==> config.mk <==
export PLATFORM = sky130hd
export DESIGN_NAME = ohsm_resp
export DESIGN_NICKNAME = d
export VERILOG_FILES = /design/src/rtl/ohsm_pkg.sv /design/src/rtl/ohsm_resp_timer.sv /design/src/rtl/ohsm_resp.sv
export SDC_FILE = /design/constraint.sdc
export NUM_CORES = 1
export LEC_CHECK = 0
export CORE_MARGIN = 2
export CORE_UTILIZATION = 52
export CTS_CLUSTER_SIZE = 20
export DETAILED_ROUTE_END_ITERATION = 6
export PLACE_DENSITY_LB_ADDON = 0.05
export SETUP_SLACK_MARGIN = 0.4
export SLEW_MARGIN = 20
export SYNTH_ARGS = -nofsm -noshare
export SYNTH_HDL_FRONTEND = slang
export SYNTH_SLANG_ARGS = --single-unit
==> constraint.sdc <==
create_clock -name clk -period 2.55 [get_ports clk]
set_clock_uncertainty 0.05 [all_clocks]
set_input_delay 0.3825 -clock clk [delete_from_list [all_inputs] [get_ports clk]]
set_output_delay 0.3825 -clock clk [all_outputs]
set_load 0.05 [all_outputs]
==> src/rtl/ohsm_pkg.sv <==
// Shared definitions for the ohsm stage responder: SGlobal codes, FSM states,
// error bit positions and code helpers.
package ohsm_pkg;

    localparam logic [2:0] SG_IDLE = 3'b000;
    localparam logic [2:0] SG_S1   = 3'b001;
    localparam logic [2:0] SG_S2   = 3'b010;
    localparam logic [2:0] SG_S3   = 3'b100;

    typedef enum logic [1:0] {
        IDLE = 2'd0,
        RUN  = 2'd1,
        HOLD = 2'd2
    } resp_state_t;

    localparam int ERR_ILL = 0;
    localparam int ERR_ORD = 1;
    localparam int ERR_OVR = 2;

    function automatic logic [1:0] stage_of(input logic [2:0] code);
        case (code)
            SG_S1:   return 2'd1;
            SG_S2:   return 2'd2;
            SG_S3:   return 2'd3;
            default: return 2'd0;
        endcase
    endfunction

    function automatic logic is_legal(input logic [2:0] code);
        return (code == SG_IDLE) || (code == SG_S1) || (code == SG_S2) || (code == SG_S3);
    endfunction

    // The sequencer walks idle -> S1 -> S2 -> S3 -> S1 ..., and may drop to idle anywhere.
    function automatic logic order_ok(input logic [2:0] prev, input logic [2:0] next);
        return (next == SG_IDLE) ||
               (prev == SG_IDLE && next == SG_S1) ||
               (prev == SG_S1   && next == SG_S2) ||
               (prev == SG_S2   && next == SG_S3) ||
               (prev == SG_S3   && next == SG_S1);
    endfunction

endpackage

==> src/rtl/ohsm_resp_timer.sv <==
// Loadable down-counter that stops at zero; zero flags the last cycle of a stage.
module ohsm_resp_timer #(
    parameter int CNT_W = 8
) (
    input  logic             clk,
    input  logic             reset,
    input  logic             load,
    input  logic [CNT_W-1:0] val,
    input  logic             en,
    output logic             zero
);

    logic [CNT_W-1:0] cnt;

    always_ff @(posedge clk) begin
        if (reset)
            cnt <= '0;
        else if (load)
            cnt <= val;
        else if (en && cnt != '0)
            cnt <= cnt - 1'b1;
    end

    assign zero = (cnt == '0);

endmodule

==> src/rtl/ohsm_resp.sv <==
// Stage responder watching the ohsm SGlobal bus: runs a fixed-length action per stage
// and flags bad codes and overruns. Define OHSM_RESP_SEQCHK_EN to build the order checker.
module ohsm_resp
    import ohsm_pkg::*;
#(
    parameter int DUR_S1 = 4,
    parameter int DUR_S2 = 8,
    parameter int DUR_S3 = 2,
    parameter int CNT_W  = 8
) (
    input  logic       clk,
    input  logic       reset,
    input  logic [2:0] SGlobal,
    input  logic       err_clr,
    output logic       busy,
    output logic       stage_done,
    output logic [1:0] cur_stage,
    output logic [7:0] done_cnt,
    output logic [2:0] err
);

    logic [2:0]       s_q;
    resp_state_t      state;
    logic             chg;
    logic             new_stage;
    logic [CNT_W-1:0] load_val;
    logic [2:0]       err_set;
    logic             tmr_en;
    logic             tmr_zero;

    always_comb begin
        chg       = (SGlobal != s_q);
        new_stage = chg && is_legal(SGlobal) && (SGlobal != SG_IDLE);
        case (stage_of(SGlobal))
            2'd1:    load_val = CNT_W'(DUR_S1 - 1);
            2'd2:    load_val = CNT_W'(DUR_S2 - 1);
            2'd3:    load_val = CNT_W'(DUR_S3 - 1);
            default: load_val = '0;
        endcase
        err_set          = '0;
        err_set[ERR_ILL] = chg && !is_legal(SGlobal);
        // Leaving RUN for another stage, even on the counter's last edge, is an overrun.
        err_set[ERR_OVR] = new_stage && (state == RUN);
`ifdef OHSM_RESP_SEQCHK_EN
        err_set[ERR_ORD] = new_stage && is_legal(s_q) && !order_ok(s_q, SGlobal);
`endif
    end

    assign tmr_en = (state == RUN) && !chg;

    ohsm_resp_timer #(.CNT_W(CNT_W)) u_timer (
        .clk   (clk),
        .reset (reset),
        .load  (new_stage),
        .val   (load_val),
        .en    (tmr_en),
        .zero  (tmr_zero)
    );

    always_ff @(posedge clk) begin
        if (reset) begin
            s_q        <= SG_IDLE;
            state      <= IDLE;
            busy       <= 1'b0;
            stage_done <= 1'b0;
            cur_stage  <= 2'd0;
            done_cnt   <= 8'd0;
            err        <= 3'b000;
        end else begin
            s_q        <= SGlobal;
            stage_done <= 1'b0;
            // A fresh error on the clearing edge survives the clear.
            err        <= (err_clr ? 3'b000 : err) | err_set;
            if (chg) begin
                if (new_stage) begin
                    state     <= RUN;
                    busy      <= 1'b1;
                    cur_stage <= stage_of(SGlobal);
                end else begin
                    state     <= IDLE;
                    busy      <= 1'b0;
                    cur_stage <= 2'd0;
                end
            end else if (state == RUN && tmr_zero) begin
                state      <= HOLD;
                busy       <= 1'b0;
                stage_done <= 1'b1;
                done_cnt   <= done_cnt + 8'd1;
            end
        end
    end

endmodule

After elaboration in Yosys (flattened, before gate mapping):

Index checks and enable logic that the tools add are counted.

* bits in registers: 28
* word-level logic and storage cells: 53
* input port bits: 6

* bitwise gates (word level): 2
* eq/ne operators: 8
* add/sub/neg operators: 2
* reductions and logical operators: 20
* muxes and demuxes: 13

Operators by type and width (number)
* $mux W8: 2
* $pmux W3 S3: 1
* $add A8 B1 Y8 const B: 1
* $logic_not A8 Y1: 1
* $reduce_bool A8 Y1: 1
* $sub A8 B1 Y8 const B: 1
* $logic_and A1 B1 Y1: 7
* $mux W2: 3
* $pmux W2 S3: 1
* $mux W1: 5
* $eq A2 B1 Y1 const B: 2
* $eq A2 B2 Y1 const B: 2
* $reduce_bool A2 Y1: 2
* $eq A3 B1 Y1 const B: 1
* $eq A3 B2 Y1 const B: 1
* $eq A3 B3 Y1 const B: 1
* $logic_not A3 Y1: 1
* $logic_or A1 B1 Y1: 3
* $mux W3: 1
* $ne A3 B3 Y1: 1
* $or A3 B3 Y3: 1
* $reduce_bool A3 Y1: 1
* $logic_not A1 Y1: 2
* $reduce_and A2 Y1: 1
* 2 further kinds: 2

Depth between registers and ports, before layout:

* word-level depth: 8
* depth in mapped cells: 8
* depth with buffers taken out: 7

Hierarchy:

From an unflattened synthesis, not the netlist that was laid out.

* cell total of the unflattened synthesis: 164
* area total of the unflattened synthesis: 1468.9 µm²

Modules (own cells, without submodules)
* ohsm_resp: cells an instance 105, area an instance 953.4 µm², times used 1
* ohsm_resp_timer: cells an instance 59, area an instance 515.5 µm², times used 1

Worst setup path before layout:

No wires, ideal clock.

* kind: flip-flop to flip-flop
* from: reg state[0]
* to: reg done_cnt[7]
* buffers on the path: 1
* data arrival time: 1.880 ns
* stages on the path, launching flop included: 7
* slack: 0.550 ns
* setup time: 0.071 ns
* clock period less this slack: 2.000 ns
* cells stage by stage: dfxtp_1 -> nor2b_1 -> and4_1 -> clkbuf_2 -> nand3_2 -> or4_1 -> a21oi_1

* cells in the longest elaborated chain, start to end: 3

Ends and longest elaborated chain
* from (decl): line ohsm_resp.sv:23 `resp_state_t state;`
* from (signal assigned): line ohsm_resp.sv:63 `state <= IDLE;`
* from (signal assigned): line ohsm_resp.sv:76 `state <= RUN;`
* from (signal assigned): line ohsm_resp.sv:80 `state <= IDLE;`
* $eq A2 B1 Y1: line ohsm_resp.sv:84 `end else if (state == RUN && tmr_zero) begin`
* $logic_and A1 B1 Y1: line ohsm_resp.sv:84
* $reduce_and A2 Y1 (no line)
* to (signal assigned): line ohsm_resp.sv:88 `done_cnt <= done_cnt + 8'd1;`
* to (decl): line ohsm_resp.sv:18 `output logic [7:0] done_cnt,`

Every way passes these cells.
A chain may end at the register's enable or synchronous reset.

Final worst setup path:

* from: reg done_cnt[2]
* to: out done_cnt[2]

No word-level cell between the ends.

==> impl_metrics.env <==
export IMPL_totalWireLength_mm=2.78
export IMPL_overflow=0
export IMPL_core_area_mm2=0.00245
export IMPL_slew_violations=0
export IMPL_use_met1_pct=24.5
export IMPL_grt_pass1_vias=1087
export IMPL_critPathRequiredTime_ns=2.12
export IMPL_via_count=1126
export IMPL_syn_mean_instance_area_um2=8.64
export IMPL_clock_fmax_mhz=482
export IMPL_setup_viol=0
export IMPL_rows=18
export IMPL_die_w_um=54.6
export IMPL_ys_seq_elements=26
export IMPL_r2r_cells=5
export IMPL_drc_errors=0
export IMPL_clk_latency_ns=0.33
export IMPL_hold_path_end="done_cnt[1]$_SDFFE_PP0P_"
export IMPL_htreeDepth=1
export IMPL_cpMaxStageDelayCell="clkdlybuf4s50_1"
export IMPL_fp_dieH_um=54.6
export IMPL_cp_start_kind="flop"
export IMPL_io_pins=21
export IMPL_syn_nets=165
export IMPL_wl_per_cell_um=13.9
export IMPL_min_path_cells=2
export IMPL_gp_congestion=0.768
export IMPL_synthCells=154
export IMPL_grt_max_degree=16
export IMPL_yosys_cell_types_count=40
export IMPL_grt_util_met2_pct=40.8
export IMPL_tightestPinTransition_ns=0.515
export IMPL_r2r_start="s_q[2]$_SDFF_PP0_"
export IMPL_dieArea_mm2=0.00298
export IMPL_hpwl_mm=2.01
export IMPL_path_buf_inv=1
export IMPL_setup_tns_ns=0
export IMPL_critPathMaxFanout=6
export IMPL_synth_top_cell_area_share_pct=39.1
export IMPL_cts_resized=0
export IMPL_worstSetupEndpointType="primary output"
export IMPL_synth_area_mm2=0.00133
export IMPL_post_cts_buffers=0
export IMPL_leakage_nw=0.574
export IMPL_instances_no_fill=200
export IMPL_yosysSeqAreaShare_pct=39.1
export IMPL_grt_usage_pct=21.4
export IMPL_rsz0062_at_grt="false"
export IMPL_clkSinkCount=26
export IMPL_diodes=0
export IMPL_cp_top_family="buffers and inverters"
export IMPL_timing_worst_setup_path_type="reg2out"
export IMPL_top_usage_layer="met2"
export IMPL_cts_buffer_depth=2
export IMPL_n_fill_cell=214
export IMPL_finalHoldViolCount=0
export IMPL_min_path_type="reg2reg"
export IMPL_start_util_pct=54.2
export IMPL_critPathMaxStageDelay_ns=0.84
export IMPL_clk_pin_slew_ns=0.15
export IMPL_relSlewSlack_pct=65.5
export IMPL_first_pass_iters=4
export IMPL_ir_worst_vdd_mv=0.374
export IMPL_fin_crit_sh_pct=81.3
export IMPL_intPower_w=0.000640
export IMPL_yosysTopAreaCell="dfxtp_1"
export IMPL_cts_tree="done"
export IMPL_p_per_area_mw_per_mm2=554
export IMPL_crit_arrival_ns=1.64
export IMPL_area_growth_pct=19.5
export IMPL_hold_start="done_cnt[1]$_SDFFE_PP0P_"
export IMPL_via_per_inst=5.63
export IMPL_yosys_warnings=0
export IMPL_rr_endpoint="u_timer.cnt[1]$_SDFFE_PP0P_"
export IMPL_crit_chain="clkdlybuf4s50_1"
export IMPL_use_met3_pct=2.73
export IMPL_io_buffers=19
export IMPL_swShare_pct=27.3
export IMPL_p_sw_w=0.000240
export IMPL_r2r_setup_slack_ns=0.53
export IMPL_fin_crit_ns=2.07
export IMPL_seq_power_share_pct=49.2
export IMPL_antenna_found_initial=0
export IMPL_yosys_top_cells_area="dfxtp_1, xor2_1, ha_1, nor2_1, nand4_1"
export IMPL_drt_iter0_markers=16
export IMPL_cap_violations=0
export IMPL_power_frac_clock_pct=33.3
export IMPL_grt_pass1_wl_mm=4.64
export IMPL_status="finished clean"
export IMPL_drt_antenna_violating_nets=0
export IMPL_fin_nets=182
export IMPL_power_frac_comb_pct=17.6
export IMPL_holdBufCountCts=0
export IMPL_placed_cells=196
export IMPL_cts_root_buffer="clkbuf_4"
export IMPL_numCtsBuffers=3
export IMPL_drive_gt1_share_pct=7.65
export IMPL_finalPower_w=0.000880
kinds of logic after synthesis:
| kind of cell | share of synthesized area [%] |
|---|---|
| AND/OR/NAND/NOR | 30.5 |
| flip-flops | 39.1 |
| AO/OA/AOI/OAI | 8.94 |
| buffers and inverters | 5.93 |
| XOR/XNOR | 10.5 |
| adder cells (fa/ha/maj) | 4.70 |
| other | 0.282 |
placed cells by master (no fill, tap or decap), types with 2 or more instances in the layout:
cell type and instances:
dfxtp_1 26, clkdlybuf4s50_1 19, nor2_1 14, xor2_1 12
nand4_1 8, nor2b_1 7, nand2_1 7, a21oi_1 7
nand3_1 7, nor3_1 7, inv_1 5, ha_1 5
buf_4 5, xnor2_1 4, o21ai_0 4, clkbuf_4 3
nand2b_1 2, nor3b_1 2, and3_1 2, and2_1 2
or3_1 2
worst min-delay path, cell delays in order (launching register included):
cell	delay [ns]
dfxtp_1	0.36
nand2_1	0.06
a21oi_1	0.06
power groups by stage:
stage | registers, W | clock network (W) | logic, W
detailed placement | 0.000441 | 0 | 0.000153
global placement | 0.000441 | 0 | 0.000150
global route | 0.000434 | 0.000308 | 0.000172
finish | 0.000433 | 0.000293 | 0.000155
CTS | 0.000433 | 0.000294 | 0.000155
floorplan | 0.000457 | 0 | 0.000101
how the worst max path moves through the flow:
stage	start	end	slack [ns]	depth (start not counted)
after detailed placement	SGlobal[1]	u_timer.cnt[1]$_SDFFE_PP0P_	0.34	6
final	done_cnt[2]$_SDFFE_PP0P_	done_cnt[2]	0.48	1
after global placement	SGlobal[1]	u_timer.cnt[1]$_SDFFE_PP0P_	0.37	6
after global routing	done_cnt[2]$_SDFFE_PP0P_	done_cnt[2]	0.41	1
after floorplan	state[0]$_SDFFE_PP0P_	done_cnt[7]$_SDFFE_PP0P_	0.55	6
after CTS	done_cnt[2]$_SDFFE_PP0P_	done_cnt[2]	0.47	1
synthesized netlist by cell type (all sizes together):
cell / count
dfxtp: 26
nor2: 14
xor2: 12
nand3: 8
nand4: 8
a21oi: 7
buf: 7
nand2: 7
nor2b: 7
nor3: 7
clkbuf: 5
ha: 5
inv: 5
o21ai: 4
xnor2: 4
and2: 3
and3: 2
and4: 2
nand2b: 2
nor3b: 2
nor4: 2
or3: 2
a211o: 1
a211oi: 1
a22oi: 1
a31oi: 1
conb: 1
nand3b: 1
o211ai: 1
o311ai: 1
o31ai: 1
o32a: 1
or3b: 1
or4: 1
or4b: 1
final cells by class:
class / instances / area, µm² / area share (%)
Multi-Input combinational cell: 111 / 732 / 46.1
Inverter: 5 / 18.8 / 1.18
Clock inverter: 1 / 30.0 / 1.89
Sequential cell: 26 / 520 / 32.8
Tap cell: 30 / 37.5 / 2.36
Timing Repair Buffer: 24 / 228 / 14.3
Clock buffer: 3 / 22.5 / 1.42
per-stage QoR:
step	setup slack [ns]	util, %	area [µm²]	hold WS, ns
after floorplan	0.550	-	1330	0.400
after global routing	0.413	64.7	1590	0.484
after CTS	0.472	64.7	1590	0.463
after detailed placement	0.338	62.5	1540	0.443
after global placement	0.374	62.5	1540	0.412
final	0.476	64.7	1590	0.461
layer usage:
metal,part of all wire (%),up-vias
met5,0,-
met4,1.2,0
met3,2.9,5
met2,50,21
met1,46,532
li1,-,568
flip-flops by register name (all words and copies together), names as in the netlist:
register	cells
done_cnt	8
u_timer.cnt	8
s_q	3
cur_stage	2
err	2
state	2
stage_done	1
Note: power is estimated with default switching activity, not from simulation.
